[config.mk]
export PLATFORM = sky130hd
export DESIGN_NAME = riscvlong_mem_arbiter
export DESIGN_NICKNAME = d
export VERILOG_FILES = /design/src/rtl/riscvlong_mem_arbiter_pkg.sv /design/src/rtl/riscvlong_mem_arbiter_tagq.sv /design/src/rtl/riscvlong_mem_arbiter.sv
export SDC_FILE = /design/constraint.sdc
export NUM_CORES = 1
export LEC_CHECK = 0
export ABC_AREA = 1
export CORE_AREA = 2 2 123 125
export DETAILED_ROUTE_END_ITERATION = 7
export DIE_AREA = 0 0 125 127
export DONT_BUFFER_PORTS = 1
export PLACE_DENSITY = 0.3
export SLEW_MARGIN = 20
export SYNTH_ARGS = -nofsm -noshare
export SYNTH_HDL_FRONTEND = slang
export SYNTH_SLANG_ARGS = --single-unit
export TNS_END_PERCENT = 1
[constraint.sdc]
create_clock -name clk -period 4.1 [get_ports clk]
set_input_delay 0.82 -clock clk [delete_from_list [all_inputs] [get_ports clk]]
set_output_delay 0.82 -clock clk [all_outputs]
set_load 0.02 [all_outputs]
[src/rtl/riscvlong_mem_arbiter_pkg.sv]
// Shared definitions for the memory-port arbiter: arbitration mode codes and
// message/ID width helpers matching the core's memory request/response formats.
package riscvlong_mem_arbiter_pkg;

    localparam int RISCVLONG_ARB_FIXED = 0;
    localparam int RISCVLONG_ARB_RR    = 1;

    // Request layout {type, addr, len, data}; response layout {type, len, data}.
    function automatic int mem_len_sz(input int data_sz);
        return $clog2(data_sz / 8);
    endfunction

    function automatic int mem_req_msg_sz(input int addr_sz, input int data_sz);
        return 1 + addr_sz + mem_len_sz(data_sz) + data_sz;
    endfunction

    function automatic int mem_resp_msg_sz(input int data_sz);
        return 1 + mem_len_sz(data_sz) + data_sz;
    endfunction

    function automatic int arb_id_width(input int num_ch);
        return (num_ch > 1) ? $clog2(num_ch) : 1;
    endfunction

endpackage

[src/rtl/riscvlong_mem_arbiter_tagq.sv]
// Circular FIFO of channel IDs recording which requester owns each in-flight
// request, so in-order responses can be routed back.
module riscvlong_mem_arbiter_tagq
    import riscvlong_mem_arbiter_pkg::*;
#(
    parameter  int DEPTH = 4,
    parameter  int IDW   = 1,
    localparam int PW    = $clog2(DEPTH),
    localparam int CW    = $clog2(DEPTH + 1)
) (
    input  logic           clk,
    input  logic           rst,
    input  logic           i_push,
    input  logic [IDW-1:0] i_push_id,
    input  logic           i_pop,
    output logic [IDW-1:0] o_head,
    output logic           o_full,
    output logic           o_empty,
    output logic [CW-1:0]  o_count
);

    logic [IDW-1:0] r_mem [DEPTH];
    logic [PW-1:0]  r_head;
    logic [PW-1:0]  r_tail;
    logic [CW-1:0]  r_count;

    // DEPTH is a power of two, so the pointers wrap by plain overflow.
    always_ff @(posedge clk or posedge rst) begin
        if (rst) begin
            r_head  <= '0;
            r_tail  <= '0;
            r_count <= '0;
        end else begin
            if (i_push) begin
                r_tail <= r_tail + 1'b1;
            end
            if (i_pop) begin
                r_head <= r_head + 1'b1;
            end
            if (i_push && !i_pop) begin
                r_count <= r_count + 1'b1;
            end else if (!i_push && i_pop) begin
                r_count <= r_count - 1'b1;
            end
        end
    end

    always_ff @(posedge clk) begin
        if (i_push) begin
            r_mem[r_tail] <= i_push_id;
        end
    end

    assign o_head  = r_mem[r_head];
    assign o_full  = (r_count == CW'(DEPTH));
    assign o_empty = (r_count == '0);
    assign o_count = r_count;

endmodule

[src/rtl/riscvlong_mem_arbiter.sv]
// N-channel val/rdy memory-port arbiter: merges requester streams onto one
// memory port and routes in-order responses back to the issuing channel.
module riscvlong_mem_arbiter
    import riscvlong_mem_arbiter_pkg::*;
#(
    parameter  int NUM_CH   = 2,
    parameter  int ADDR_SZ  = 32,
    parameter  int DATA_SZ  = 32,
    parameter  int MAX_OUTS = 4,
    parameter  int ARB_MODE = 1,
    localparam int REQ_SZ   = mem_req_msg_sz(ADDR_SZ, DATA_SZ),
    localparam int RESP_SZ  = mem_resp_msg_sz(DATA_SZ),
    localparam int IDW      = arb_id_width(NUM_CH),
    localparam int CW       = $clog2(MAX_OUTS + 1)
) (
    input  logic                        clk,
    input  logic                        reset,
    input  logic [NUM_CH*REQ_SZ-1:0]    chreq_msg,
    input  logic [NUM_CH-1:0]           chreq_val,
    output logic [NUM_CH-1:0]           chreq_rdy,
    output logic [NUM_CH*RESP_SZ-1:0]   chresp_msg,
    output logic [NUM_CH-1:0]           chresp_val,
    output logic [REQ_SZ-1:0]           memreq_msg,
    output logic                        memreq_val,
    input  logic                        memreq_rdy,
    input  logic [RESP_SZ-1:0]          memresp_msg,
    input  logic                        memresp_val,
    output logic [CW-1:0]               outstanding,
    output logic                        err
);

    // Handshake: a transfer happens in a cycle where val and rdy are both high;
    // val never waits on rdy, and the response side has no rdy (always consumed).
    logic [IDW-1:0] r_ptr;
    logic           r_err;
    logic [IDW-1:0] w_gnt;
    logic [IDW-1:0] w_head;
    logic           w_any;
    logic           w_adm;
    logic           w_full;
    logic           w_empty;
    logic           w_fire;
    logic           w_pop;
    logic [CW-1:0]  w_count;

    assign w_any = |chreq_val;

    // Fixed mode searches from channel 0; round-robin searches from r_ptr
    // upward first, then wraps to the channels below it.
    always_comb begin
        int   base;
        logic found;
        base  = (ARB_MODE == RISCVLONG_ARB_RR) ? int'(r_ptr) : 0;
        found = 1'b0;
        w_gnt = '0;
        for (int i = 0; i < NUM_CH; i++) begin
            if (!found && chreq_val[i] && i >= base) begin
                w_gnt = IDW'(i);
                found = 1'b1;
            end
        end
        for (int i = 0; i < NUM_CH; i++) begin
            if (!found && chreq_val[i]) begin
                w_gnt = IDW'(i);
                found = 1'b1;
            end
        end
    end

    assign w_adm      = ~w_full & ~reset;
    assign memreq_val = w_any & w_adm;
    assign memreq_msg = w_any ? chreq_msg[int'(w_gnt)*REQ_SZ +: REQ_SZ] : '0;
    assign chreq_rdy  = (w_any & memreq_rdy & w_adm) ? (NUM_CH'(1) << w_gnt) : '0;
    assign w_fire     = memreq_val & memreq_rdy;

    // A response with nothing in flight (even one pushed this cycle) is dropped.
    assign w_pop       = memresp_val & ~w_empty & ~reset;
    assign chresp_val  = w_pop ? (NUM_CH'(1) << w_head) : '0;
    assign chresp_msg  = {NUM_CH{memresp_msg}};
    assign outstanding = w_count;
    assign err         = r_err;

    always_ff @(posedge clk or posedge reset) begin
        if (reset) begin
            r_ptr <= '0;
            r_err <= 1'b0;
        end else begin
            if (w_fire && ARB_MODE == RISCVLONG_ARB_RR) begin
                r_ptr <= (int'(w_gnt) == NUM_CH - 1) ? '0 : w_gnt + 1'b1;
            end
            if (memresp_val && w_empty) begin
                r_err <= 1'b1;
            end
        end
    end

    riscvlong_mem_arbiter_tagq #(
        .DEPTH (MAX_OUTS),
        .IDW   (IDW)
    ) u_tagq (
        .clk       (clk),
        .rst       (reset),
        .i_push    (w_fire),
        .i_push_id (w_gnt),
        .i_pop     (w_pop),
        .o_head    (w_head),
        .o_full    (w_full),
        .o_empty   (w_empty),
        .o_count   (w_count)
    );

endmodule

==> impl_metrics.tcl <==
set metrics [dict create \
    status "complete, no violations" \
    final-setup-viol-count 0 \
    clk_pin_slew_ps 50 \
    grt_pass1_vias 1794 \
    power.density_nw_per_um2 503 \
    dr.pass1.iters 4 \
    clkSinkCount 13 \
    ir_drop_mv 0.120 \
    vias 2022 \
    fin_setup_tns_ps 0 \
    start_util 0.154 \
    async_flop_share 0.692 \
    worst_clock_skew_ps 0.992 \
    path_max_fanout 69 \
    io_pins 321 \
    end_kind "output pin" \
    post_cts_buffers 0 \
    reg2regPathDepth 10 \
    seq_area_um2 345 \
    gp_congestion 0.774 \
    fp-row-count 44 \
    dp_hpwl_um 7270 \
    rsz0062_at_grt "false" \
    syn_nets 559 \
    cts-root-buf "clkbuf_16" \
    criticalPathCategory "primary input to output pin" \
    holdPathStages 2 \
    hold_buffers 0 \
    clockBufferDepth 2 \
    diodes 0 \
    vias_per_cell 4.23 \
    worstMarginPinSlew_ps 698 \
    wl_per_cell_um 18.2 \
    layout_common_cells "nand2_1, nand3_1, inv_1" \
    worst_slack_ps 1210 \
    multi_input_area_um2 1160 \
    syn_inst 378 \
    fill_cells 1696 \
    layout.cells.most_common "nand2_1" \
    min_period_ps 2890 \
    htreeDepth 1 \
    numPortBuffers 0 \
    die-area_um2 15900 \
    drive_gt1_frac 0.0408 \
    grt_use_total 0.0960 \
    synth_area_leaders "nand2_1, buf_4, nand3_1, dfrtp_1, edfxtp_1" \
    avgSynthCellArea_um2 5.89 \
    die_w_um 125 \
    synth_cell_type_count 23 \
    drt_wl_total_um 8680 \
    grt_pass1_wl_um 11600 \
    timing.hold.ws_ps 493 \
    hold_viol 0 \
    max_freq_mhz 346 \
    drtIter0Drc 174 \
    placed_area_um2 1830 \
    numCtsBuffers 3 \
    hold_class "register to register" \
    cts_tree "yes" \
    min_period_over_period 0.705 \
    arrival_ps 2070 \
    drv_slew 0 \
    stdcell_area_um2 1910 \
    leakage_nw 1.01 \
    core_um2 14400 \
    fin_util 0.132 \
    drc 0 \
    cap_violations 0 \
    layout.nets 476 \
    place_ws_ps 1210 \
    die_y_um 127 \
    grt_start_max_net_pins 70 \
    drtAntennaViolNets 0 \
    synth_top_cell_by_area "nand2_1" \
    syn-cell-area_um2 2230 \
    cts.repair.resized 0 \
    start_kind "primary input" \
    area_growth_pct -14.3 \
    cp.required_ps 3280 \
    grt.overflow.total 0 \
    antenna_found_initial 0 \
    synth.top_cell.area_share 0.261 \
    yosys_most_used_dff "dfrtp_1" \
    synth_seq_area_share 0.155 \
    clock_latency_ps 240 \
    ys_ff_latch 13 \
    synth_edf_count 4 \
    slew_headroom 0.535 \
    yosysWarnings 0 \
]
-- cell families (layout without fill, tap and decap cells) --
group | count (synthesis) | after routing | share of synthesized area
AND/OR/NAND/NOR | 241 | 241 | 0.457
XOR/XNOR | 4 | 4 | 0.0157
buffers and inverters | 110 | 26 | 0.325
AO/OA/AOI/OAI | 4 | 4 | 0.0101
flip-flops | 13 | 13 | 0.155
adder cells (fa/ha/maj) | 6 | 6 | 0.0371
-- per-layer routing --
metal / track usage / vias up / share of wire
li1: - / 942 / -
met3: 0.0268 / 18 / 0.098
met5: 0 / - / 0
met2: 0.154 / 159 / 0.49
met4: 0.0301 / 0 / 0.026
met1: 0.125 / 903 / 0.39
-- synthesized netlist by cell type (2+ instances only) --
cell	number
clkbuf_1	3
buf_4	70
nand2_1	155
inv_1	17
xnor2_1	2
buf_6	4
buf_2	15
ha_1	5
xor2_1	2
nand4_1	3
nor2_1	10
nand3_1	69
edfxtp_1	4
a21oi_1	2
dfrtp_1	9
-- registers in the layout, summed over array words and instances, names as in the netlist --
signal	flops
err	1
u_tagq.r_tail	2
r_ptr	1
u_tagq.o_count	3
u_tagq.r_mem	4
u_tagq.r_head	2
-- final cells by class --
type	instances	area share
well taps	184	0.121
inverters	18	0.0354
flip-flops and latches	13	0.181
multi-input cells	255	0.606
repair buffers	4	0.0157
clock buffers	4	0.0413
-- where the power goes --
group / switching (mW) / internal (mW)
Sequential: 0.0690 / 0.180
Clock: 0.0560 / 0.131
Combinational: 0.399 / 0.126
Total: 0.524 / 0.437
-- worst paths after layout --
path	startpoint	slack [ps]	endpoint
setup / recovery	chreq_val[0]	1210	memreq_msg[64]
min in group asynchronous	reset	500	u_tagq.r_tail[1]$_DFFE_PP0P_
max in group asynchronous	reset	3440	u_tagq.r_head[1]$_DFFE_PP0P_
hold reg to reg	r_ptr$_DFFE_PP0P_	490	r_ptr$_DFFE_PP0P_
hold / removal	r_ptr$_DFFE_PP0P_	490	r_ptr$_DFFE_PP0P_
setup reg to reg	u_tagq.o_count[0]$_DFFE_PP0P_	1890	u_tagq.o_count[2]$_DFFE_PP0P_
-- critical path: stages --
cell     delay, ps
nand2_2         60
nand2_4         50
inv_2          420
buf_4          390
nand2_1        100
nand2_1        200
-- stage by stage --
stage	instances	power, mW
global placement	474	0.780
global route	478	1.05
detailed placement	474	0.785
CTS	478	0.979
floorplan	378	0.799
finish	478	0.961
Power figures use the tool's default switching activity.
